===== src/rtl/fpga_boot_seq_pkg.sv =====
// ----------------------------------------------------------------------------
// fpga_boot_seq_pkg
// Shared types and constants for the FPGA boot sequencer slice.
//   boot_state_e  : 3-bit state encoding exported on state_o
//   boot_mode_t   : {execute_from_flash, boot_select}, bit order of boot_mode_i
//   TIMEOUT_VALUE : result reported when the RUN watchdog fires
//   max_u         : helper used for sizing the shared counter
// ----------------------------------------------------------------------------
package fpga_boot_seq_pkg;

    typedef enum logic [2:0] {
        BOOT_IDLE    = 3'd0,
        BOOT_ASSERT  = 3'd1,
        BOOT_RELEASE = 3'd2,
        BOOT_RUN     = 3'd3,
        BOOT_DONE    = 3'd4
    } boot_state_e;

    typedef struct packed {
        logic execute_from_flash;
        logic boot_select;
    } boot_mode_t;

    localparam logic [31:0] TIMEOUT_VALUE = 32'hFFFF_FFFF;

    function automatic int unsigned max_u(input int unsigned a, input int unsigned b);
        return (a > b) ? a : b;
    endfunction

endpackage


===== src/rtl/fpga_boot_seq_sync.sv =====
// ----------------------------------------------------------------------------
// fpga_boot_seq_sync
// Parameterized-width two-flop synchronizer with asynchronous active-low reset
// to zero. Each bit is synchronized independently, so multi-bit inputs must be
// quasi-static.
// Ports:
//   clk_gen    : destination clock
//   rst_n      : asynchronous active-low reset
//   data_async : input from the foreign clock domain
//   data_sync  : synchronized copy, two clk_gen edges later
// ----------------------------------------------------------------------------
module fpga_boot_seq_sync #(
    parameter int unsigned WIDTH = 1
) (
    input  logic             clk_gen,
    input  logic             rst_n,
    input  logic [WIDTH-1:0] data_async,
    output logic [WIDTH-1:0] data_sync
);

    logic [WIDTH-1:0] meta_q;

    always_ff @(posedge clk_gen or negedge rst_n) begin
        if (!rst_n) begin
            meta_q    <= '0;
            data_sync <= '0;
        end else begin
            meta_q    <= data_async;
            data_sync <= meta_q;
        end
    end

endmodule


===== src/rtl/fpga_boot_sequencer.sv =====
// ----------------------------------------------------------------------------
// fpga_boot_sequencer
// Reset and boot-strap sequencer for the FPGA x_heep_system instance.
// Sequence: IDLE -> ASSERT (reset held) -> RELEASE (settle) -> RUN -> DONE.
// Optional feature macro: BOOT_WATCHDOG_EN (RUN watchdog, TIMEOUT_CYCLES).
// Ports:
//   clk_gen, rst_n          : clock and asynchronous active-low reset
//   start_i, abort_i        : asynchronous request levels from the PS
//   boot_mode_i             : {execute_from_flash, boot_select}, quasi-static
//   exit_valid_i/value_i    : program exit report from x_heep_system
//   sys_rst_no, jtag_trst_no: active-low resets to x_heep_system
//   boot_select_o,
//   execute_from_flash_o    : boot straps
//   busy_o, done_o,
//   timeout_o, exit_value_o : status and latched result
//   state_o                 : current state encoding for debug/ILA
// ----------------------------------------------------------------------------
module fpga_boot_sequencer
    import fpga_boot_seq_pkg::*;
#(
    parameter int unsigned RST_HOLD_CYCLES    = 16,
    parameter int unsigned BOOT_SETTLE_CYCLES = 4,
    parameter int unsigned TIMEOUT_CYCLES     = 2**24
) (
    input  logic        clk_gen,
    input  logic        rst_n,
    input  logic        start_i,
    input  logic        abort_i,
    input  logic [1:0]  boot_mode_i,
    input  logic        exit_valid_i,
    input  logic [31:0] exit_value_i,
    output logic        sys_rst_no,
    output logic        jtag_trst_no,
    output logic        boot_select_o,
    output logic        execute_from_flash_o,
    output logic        busy_o,
    output logic        done_o,
    output logic        timeout_o,
    output logic [31:0] exit_value_o,
    output logic [2:0]  state_o
);

    localparam logic [2:0] ST_IDLE    = 3'(BOOT_IDLE);
    localparam logic [2:0] ST_ASSERT  = 3'(BOOT_ASSERT);
    localparam logic [2:0] ST_RELEASE = 3'(BOOT_RELEASE);
    localparam logic [2:0] ST_RUN     = 3'(BOOT_RUN);
    localparam logic [2:0] ST_DONE    = 3'(BOOT_DONE);

    // The shared counter only has to hold (limit - 1) of the limits in use.
    localparam int unsigned SEQ_MAX = max_u(RST_HOLD_CYCLES, BOOT_SETTLE_CYCLES);
`ifdef BOOT_WATCHDOG_EN
    localparam int unsigned CNT_MAX = max_u(SEQ_MAX, TIMEOUT_CYCLES);
`else
    localparam int unsigned CNT_MAX = SEQ_MAX;
`endif
    localparam int unsigned CNT_W = (CNT_MAX > 1) ? $clog2(CNT_MAX) : 1;

    logic             start_sync;
    logic             abort_sync;
    logic [1:0]       mode_sync;
    logic [1:0]       warm_q;
    logic             start_d;
    logic             start_armed;
    logic             start_pulse;
    logic             abort_q;

    logic [2:0]       state_q, state_nxt;
    logic [CNT_W-1:0] cnt_q, cnt_nxt;
    boot_mode_t       mode_q, mode_nxt;
    logic [31:0]      result_nxt;
    logic             timeout_nxt;

    fpga_boot_seq_sync #(.WIDTH(1)) u_start_sync (
        .clk_gen    (clk_gen),
        .rst_n      (rst_n),
        .data_async (start_i),
        .data_sync  (start_sync)
    );

    fpga_boot_seq_sync #(.WIDTH(1)) u_abort_sync (
        .clk_gen    (clk_gen),
        .rst_n      (rst_n),
        .data_async (abort_i),
        .data_sync  (abort_sync)
    );

    fpga_boot_seq_sync #(.WIDTH(2)) u_mode_sync (
        .clk_gen    (clk_gen),
        .rst_n      (rst_n),
        .data_async (boot_mode_i),
        .data_sync  (mode_sync)
    );

    // Request front end. The synchronizer outputs are only trusted once warm_q
    // has filled; a start edge is accepted only after start has been seen low
    // in that trusted window, so a start_i held high across reset never
    // launches a boot. Edge and abort are registered once more, giving the
    // three-edge request latency.
    always_ff @(posedge clk_gen or negedge rst_n) begin
        if (!rst_n) begin
            warm_q      <= '0;
            start_d     <= 1'b0;
            start_armed <= 1'b0;
            start_pulse <= 1'b0;
            abort_q     <= 1'b0;
        end else begin
            warm_q      <= {warm_q[0], 1'b1};
            start_d     <= start_sync;
            if (warm_q[1] && !start_sync) begin
                start_armed <= 1'b1;
            end
            start_pulse <= start_armed && start_sync && !start_d;
            abort_q     <= abort_sync;
        end
    end

    // Next-state logic. Abort overrides everything; results are only cleared
    // when a new boot is launched.
    always_comb begin
        state_nxt   = state_q;
        cnt_nxt     = cnt_q;
        mode_nxt    = mode_q;
        result_nxt  = exit_value_o;
        timeout_nxt = timeout_o;
        if (abort_q) begin
            state_nxt = ST_IDLE;
        end else begin
            case (state_q)
                ST_IDLE, ST_DONE: begin
                    if (start_pulse) begin
                        state_nxt   = ST_ASSERT;
                        mode_nxt    = boot_mode_t'(mode_sync);
                        result_nxt  = '0;
                        timeout_nxt = 1'b0;
                        cnt_nxt     = CNT_W'(RST_HOLD_CYCLES - 1);
                    end
                end
                ST_ASSERT: begin
                    if (cnt_q == '0) begin
                        state_nxt = ST_RELEASE;
                        cnt_nxt   = CNT_W'(BOOT_SETTLE_CYCLES - 1);
                    end else begin
                        cnt_nxt = cnt_q - CNT_W'(1);
                    end
                end
                ST_RELEASE: begin
                    if (cnt_q == '0) begin
                        state_nxt = ST_RUN;
                        cnt_nxt   = '0;
                    end else begin
                        cnt_nxt = cnt_q - CNT_W'(1);
                    end
                end
                ST_RUN: begin
                    // A real exit in the watchdog's final cycle still wins.
                    if (exit_valid_i) begin
                        state_nxt  = ST_DONE;
                        result_nxt = exit_value_i;
                    end
`ifdef BOOT_WATCHDOG_EN
                    else if (cnt_q == CNT_W'(TIMEOUT_CYCLES - 1)) begin
                        state_nxt   = ST_DONE;
                        timeout_nxt = 1'b1;
                        result_nxt  = TIMEOUT_VALUE;
                    end else begin
                        cnt_nxt = cnt_q + CNT_W'(1);
                    end
`endif
                end
                default: begin
                    state_nxt = ST_IDLE;
                end
            endcase
        end
    end

    // State plus registered outputs decoded from the next state, so every
    // output changes on the same edge as state_o.
    always_ff @(posedge clk_gen or negedge rst_n) begin
        if (!rst_n) begin
            state_q              <= ST_IDLE;
            cnt_q                <= '0;
            mode_q               <= '0;
            exit_value_o         <= '0;
            timeout_o            <= 1'b0;
            sys_rst_no           <= 1'b0;
            jtag_trst_no         <= 1'b0;
            boot_select_o        <= 1'b0;
            execute_from_flash_o <= 1'b0;
            busy_o               <= 1'b0;
            done_o               <= 1'b0;
        end else begin
            state_q              <= state_nxt;
            cnt_q                <= cnt_nxt;
            mode_q               <= mode_nxt;
            exit_value_o         <= result_nxt;
            timeout_o            <= timeout_nxt;
            sys_rst_no           <= (state_nxt inside {ST_RELEASE, ST_RUN, ST_DONE});
            jtag_trst_no         <= (state_nxt inside {ST_RELEASE, ST_RUN, ST_DONE});
            boot_select_o        <= (state_nxt != ST_IDLE) && mode_nxt.boot_select;
            execute_from_flash_o <= (state_nxt != ST_IDLE) && mode_nxt.execute_from_flash;
            busy_o               <= (state_nxt inside {ST_ASSERT, ST_RELEASE, ST_RUN});
            done_o               <= (state_nxt == ST_DONE);
        end
    end

    assign state_o = state_q;

`ifndef BOOT_WATCHDOG_EN
    // Watchdog configuration has no effect in this build.
    logic unused_watchdog_cfg;
    assign unused_watchdog_cfg = ^{TIMEOUT_CYCLES, TIMEOUT_VALUE};
`endif

endmodule

===== config.mk =====
export PLATFORM = sky130hd
export DESIGN_NAME = fpga_boot_sequencer
export DESIGN_NICKNAME = d
export VERILOG_FILES = /design/src/rtl/fpga_boot_seq_pkg.sv /design/src/rtl/fpga_boot_seq_sync.sv /design/src/rtl/fpga_boot_sequencer.sv
export SDC_FILE = /design/constraint.sdc
export NUM_CORES = 1
export LEC_CHECK = 0
export CAP_MARGIN = 25
export CORE_ASPECT_RATIO = 1.25
export CORE_UTILIZATION = 48
export DETAILED_ROUTE_END_ITERATION = 8
export PLACE_DENSITY = 0.85
export SYNTH_ARGS = -nofsm -noshare
export SYNTH_HDL_FRONTEND = slang
export SYNTH_SLANG_ARGS = --single-unit

===== constraint.sdc =====
create_clock -name clk_gen -period 3.6 [get_ports clk_gen]
set_input_delay 0.54 -clock clk_gen [delete_from_list [all_inputs] [get_ports clk_gen]]
set_output_delay 0.54 -clock clk_gen [all_outputs]
set_load 0.05 [all_outputs]

# Word-level counts from Yosys, hierarchy flattened
# Index checks and enable logic that the tools add are counted.
# classes
reduce_logical	17
n_eq_ne	10
bitwise_logic	1
muxes	16
n_addsub	1
# ops
op	count
32-bit 2-to-1 mux	2
32-bit one-hot mux with 2 select lines	1
3-bit 2-to-1 mux	5
3-bit by 2-bit == test with 1-bit output, second input constant	4
4-bit 2-to-1 mux	3
3-bit one-hot mux with 4 select lines	1
4-bit one-hot mux with 3 select lines	1
3-bit nonzero test	4
3-bit by 1-bit == test with 1-bit output, second input constant	2
3-bit == test, second input constant	2
2-bit 2-to-1 mux	3
1-bit logical AND	5
4-bit logical NOT	1
2-bit != test, second input constant	2
4-bit AND reduction	1
4-bit by 1-bit subtractor with 4-bit output, second input constant	1
3-bit logical NOT	1
3-bit AND reduction	1
1-bit logical NOT	2
2-bit nonzero test	1
2-bit OR reduction	1
1-bit inverter	1
# word_totals
out_inout_bits	42
register_bits	60

# Logic depth before layout (Yosys ltp)
# depth
ltp_word	6
mapped_depth	6
mapped_depth_nobuf	6

# Cells and area by module
# From an unflattened synthesis, not the netlist that was laid out.
# unflattened
hier_cells	168
hier_area_um2	2280.9
# by_module_without_submodules
module	area_per_inst_um2	instances	cells_each
fpga_boot_sequencer	2080.7	1	160
fpga_boot_seq_sync at u_abort_sync ...	50.0	2	2
fpga_boot_seq_sync at u_mode_sync	100.1	1	4

# Least setup slack after synthesis
# No wires, ideal clock.
# synth_timing
kind	register to register
startpoint	reg state_q[0] (netlist: state_o[0])
endpoint	reg boot_select_o
slack_ns	1.659
arrival_time_ns	1.805
synth_period_minus_slack_ns	1.941
stages_incl_launch_ff	6
setup_ns	0.135
path_cell_list	dfrtp_1 > buf_2 > or3b_4 > nor2_1 > mux2_2 > a21boi_2
# synth_rtl
element	line_no	source
from (decl)	fpga_boot_sequencer.sv:67	logic [2:0] state_q, state_nxt;
from (signal assigned)	fpga_boot_sequencer.sv:193	state_q <= state_nxt;
to (signal assigned)	fpga_boot_sequencer.sv:200	boot_select_o <= (state_nxt != ST_IDLE) && mode_nxt.boot_select;
to (decl)	fpga_boot_sequencer.sv:34	output logic boot_select_o,

# Worst setup path in the final report
# layout_timing
startpoint	reg state_q[0] (netlist: state_o[0])
endpoint	out state_o[0]
# layout_rtl
element	line_no	source
to (decl)	fpga_boot_sequencer.sv:40	output logic [2:0] state_o
# No word-level cell between the ends.

==> results.py <==
metrics = {
    "die": {
        "core_area_sq_mm": 0.00453,
        "ios": 81,
        "die_area_sq_mm": 0.00511,
        "die_w_microns": 64.1,
        "die_h_microns": 79.7,
        "start_util": 0.512,
        "rows": 27,
    },
    "synthesis": {
        "synthArstFlopShare": 1.00,
        "synth_common_cells": "60 x dfrtp_1, 32 x a22o_1, 10 x inv_1, 5 x nand2_1, 5 x nor2_1",
        "ys_seq_area_frac": 0.648,
        "synth_warnings": 0,
        "syn_inst": 170,
        "ys_seq_elements": 60,
        "synth_top_area_share": 0.648,
        "netlist_area_sq_mm": 0.00232,
        "synth_top_cell_by_area": "dfrtp_1",
        "synthTopCellsByArea": "dfrtp_1 65%, a22o_1 12%, buf_6 1.9%",
        "ys.flop_type": "dfrtp_1",
        "synth_most_common_cell": "dfrtp_1",
        "syn_nets": 211,
        "synth_edf_count": 0,
        "avgSynthCellArea_sq_um": 13.6,
        "netlist-cell-type-count": 38,
    },
    "min_path": {
        "min_path_type": "in -> async",
    },
    "grt": {
        "grt_pass1_wl_mm": 7.78,
        "grt_overflow_total": 0,
        "grt_max_degree": 37,
        "antenna_found_initial": 0,
        "grt_usage": 0.203,
        "grt_pass1_vias": 1733,
    },
    "layout": {
        "synthToLayoutAreaGrowth_pct": 43.9,
        "drive_gt1_frac": 0.117,
        "design_area_sq_mm": 0.00333,
        "n_antenna_cell": 0,
        "fin_nets": 292,
        "fin_cells": 314,
    },
    "timing": {
        "fmax_ghz": 0.433,
        "fin_ws_ns": 1.29,
        "fin_crit_ns": 2.31,
        "finalSetupTns_ns": 0,
        "hold_violations": 0,
        "maxSlewViolCount": 0,
        "worst_hold_slack_ns": 0.291,
        "relSlewSlack": 0.319,
        "rsz0062_at_grt": "no",
        "fin_skew_ns": 0.0100,
        "fin_crit_sh": 0.642,
        "setup_viol": 0,
        "worst_pin_slew_ns": 1.02,
    },
    "worst_setup_path": {
        "critical_path.max_stage_delay_ns": 0.88,
        "worstRegToRegCells": 6,
        "crit_path_end_kind": "primary output",
        "cp_slowest_cell": "clkdlybuf4s50_1",
        "criticalPathCategory": "reg -> out",
        "cp_max_fo": 12,
        "r2r_start": "cnt_q[0]",
        "required_ns": 3.06,
        "cp-start-kind": "register",
        "rr_endpoint": "busy_o",
        "cp_data_arrival_time_ns": 1.77,
        "r2r_slack_ns": 1.52,
        "path_cells": "clkdlybuf4s50_1",
        "startpoint": "state_o[0]",
        "critPathTopFamily": "buffers and inverters",
        "cp.depth": 1,
        "cp-endpoint": "state_o[0]",
        "cp_num_buf_inv": 1,
    },
    "cts": {
        "htree_levels": 3,
        "cts_tree": "yes",
        "root_buffer": "clkbuf_8",
        "clkLatencyLatePin_ns": 0.33,
        "cts_resized": 0,
        "cts_inserted_buffers": 9,
        "cts_hold_buf": 0,
        "clock_sinks": 60,
        "clock_path_buffers": 2,
        "postCtsSetupBuffers": 0,
        "clk_pin_slew_ns": 0.07,
    },
    "placement": {
        "dp_slack_ns": 1.17,
        "placed_area_sq_mm": 0.00311,
        "portBuffers": 79,
        "dpl.hpwl_mm": 3.12,
        "gp_congestion": 0.843,
        "dp_cells": 298,
    },
    "pwr": {
        "combPwrFrac": 0.103,
        "powerDensity_mw_per_mm2": 463,
        "internal_power_mw": 1.18,
        "pwr-share-seq": 0.465,
        "peakVddDrop_mv": 0.395,
        "p_sw_frac": 0.234,
        "clkPwrFrac": 0.433,
        "p_switching_mw": 0.361,
        "power.leakage_nw": 1.51,
    },
    "detailed_routing": {
        "postRouteAntennaNets": 0,
        "route.detailed.drc": 0,
        "drt_iter0_drc": 73,
        "wirelength_mm": 4.72,
        "vias_per_cell": 5.35,
        "drt_pass1_iterations": 6,
        "routedWlPerCell_microns": 15.0,
        "vias": 1679,
    },
    "status": {
        "outcome": "complete, no violations",
    },
    "run": {
        "drv_cap": 0,
    },
}
placed cells by master (no fill, tap or decap), drive strengths merged, types with 3 or more instances in the layout:
master,instances
a21oi,3
buf,3
a22o,32
nand2,5
inv,10
clkinvlp,3
a21o,4
clkdlybuf4s50,78
clkbuf,10
dfrtp,60
nor2,5
a211oi,4
cell type report:
| class | count | area (sq um) |
|---|---|---|
| Timing Repair Buffer | 81 | 801 |
| Inverter | 10 | 37.5 |
| Fill cell | 326 | 1190 |
| Clock buffer | 10 | 138 |
| Sequential cell | 60 | 1500 |
| Multi-Input combinational cell | 89 | 696 |
| Tap cell | 58 | 72.6 |
| Clock inverter | 6 | 87.6 |
worst register-to-register path: cells and delay by family (launching register included):
kind	cells	cell delay (ns)
AO/OA/AOI/OAI	2	0.65
flip-flops	1	0.39
AND/OR/NAND/NOR	2	0.59
adder cells (fa/ha/maj)	1	0.20
buffers and inverters	1	0.12
registers in the layout, indices dropped and copies added (netlist names):
| register | count |
|---|---|
| done_o | 1 |
| u_abort_sync.meta_q | 1 |
| u_start_sync.meta_q | 1 |
| start_pulse | 1 |
| boot_select_o | 1 |
| mode_q | 2 |
| u_start_sync.data_sync | 1 |
| abort_q | 1 |
| cnt_q | 4 |
| u_mode_sync.meta_q | 2 |
| u_mode_sync.data_sync | 2 |
| execute_from_flash_o | 1 |
| start_d | 1 |
| state_o | 3 |
| exit_value_o | 32 |
| busy_o | 1 |
| warm_q | 2 |
| jtag_trst_no | 1 |
| u_abort_sync.data_sync | 1 |
| start_armed | 1 |
per-stage QoR:
stage | power [mW] | util
detailed placement | 0.890 | 0.687
floorplan | 0.811 | -
global route | 1.61 | 0.736
finish | 1.54 | 0.736
global placement | 0.884 | 0.687
CTS | 1.56 | 0.736
how the worst min path moves through the flow:
stage          cells past startpoint                       end
4_1_cts                            1                state_o[2]
3_5_place_dp                       0                 warm_q[1]
2_1_floorplan                      0                   abort_q
6_report                           1     u_mode_sync.meta_q[0]
3_3_place_gp                       0  u_mode_sync.data_sync[0]
5_1_grt                            1     u_mode_sync.meta_q[0]
kinds of logic after synthesis:
logic type,after synthesis,synth area share
flip-flops,60,0.648
multiplexers,3,0.0140
AND/OR/NAND/NOR,27,0.0708
other,2,0.00324
AO/OA/AOI/OAI,55,0.200
buffers and inverters,21,0.0524
adder cells (fa/ha/maj),2,0.0108
power by group through the flow:
stage / logic [mW] / clock network, mW / registers, mW
3_5_place_dp: 0.160 / 0 / 0.730
4_1_cts: 0.161 / 0.682 / 0.718
2_1_floorplan: 0.0659 / 0 / 0.746
5_1_grt: 0.175 / 0.716 / 0.720
6_report: 0.159 / 0.668 / 0.718
3_3_place_gp: 0.155 / 0 / 0.729
routing by layer:
metal | global-route usage | vias up | part of all wire
met5 | 0 | - | 0
met4 | 0.0822 | 0 | 0.013
li1 | - | 773 | -
met1 | 0.256 | 837 | 0.42
met3 | 0.0686 | 4 | 0.061
met2 | 0.323 | 65 | 0.50
(Power assumes the default switching activity.)
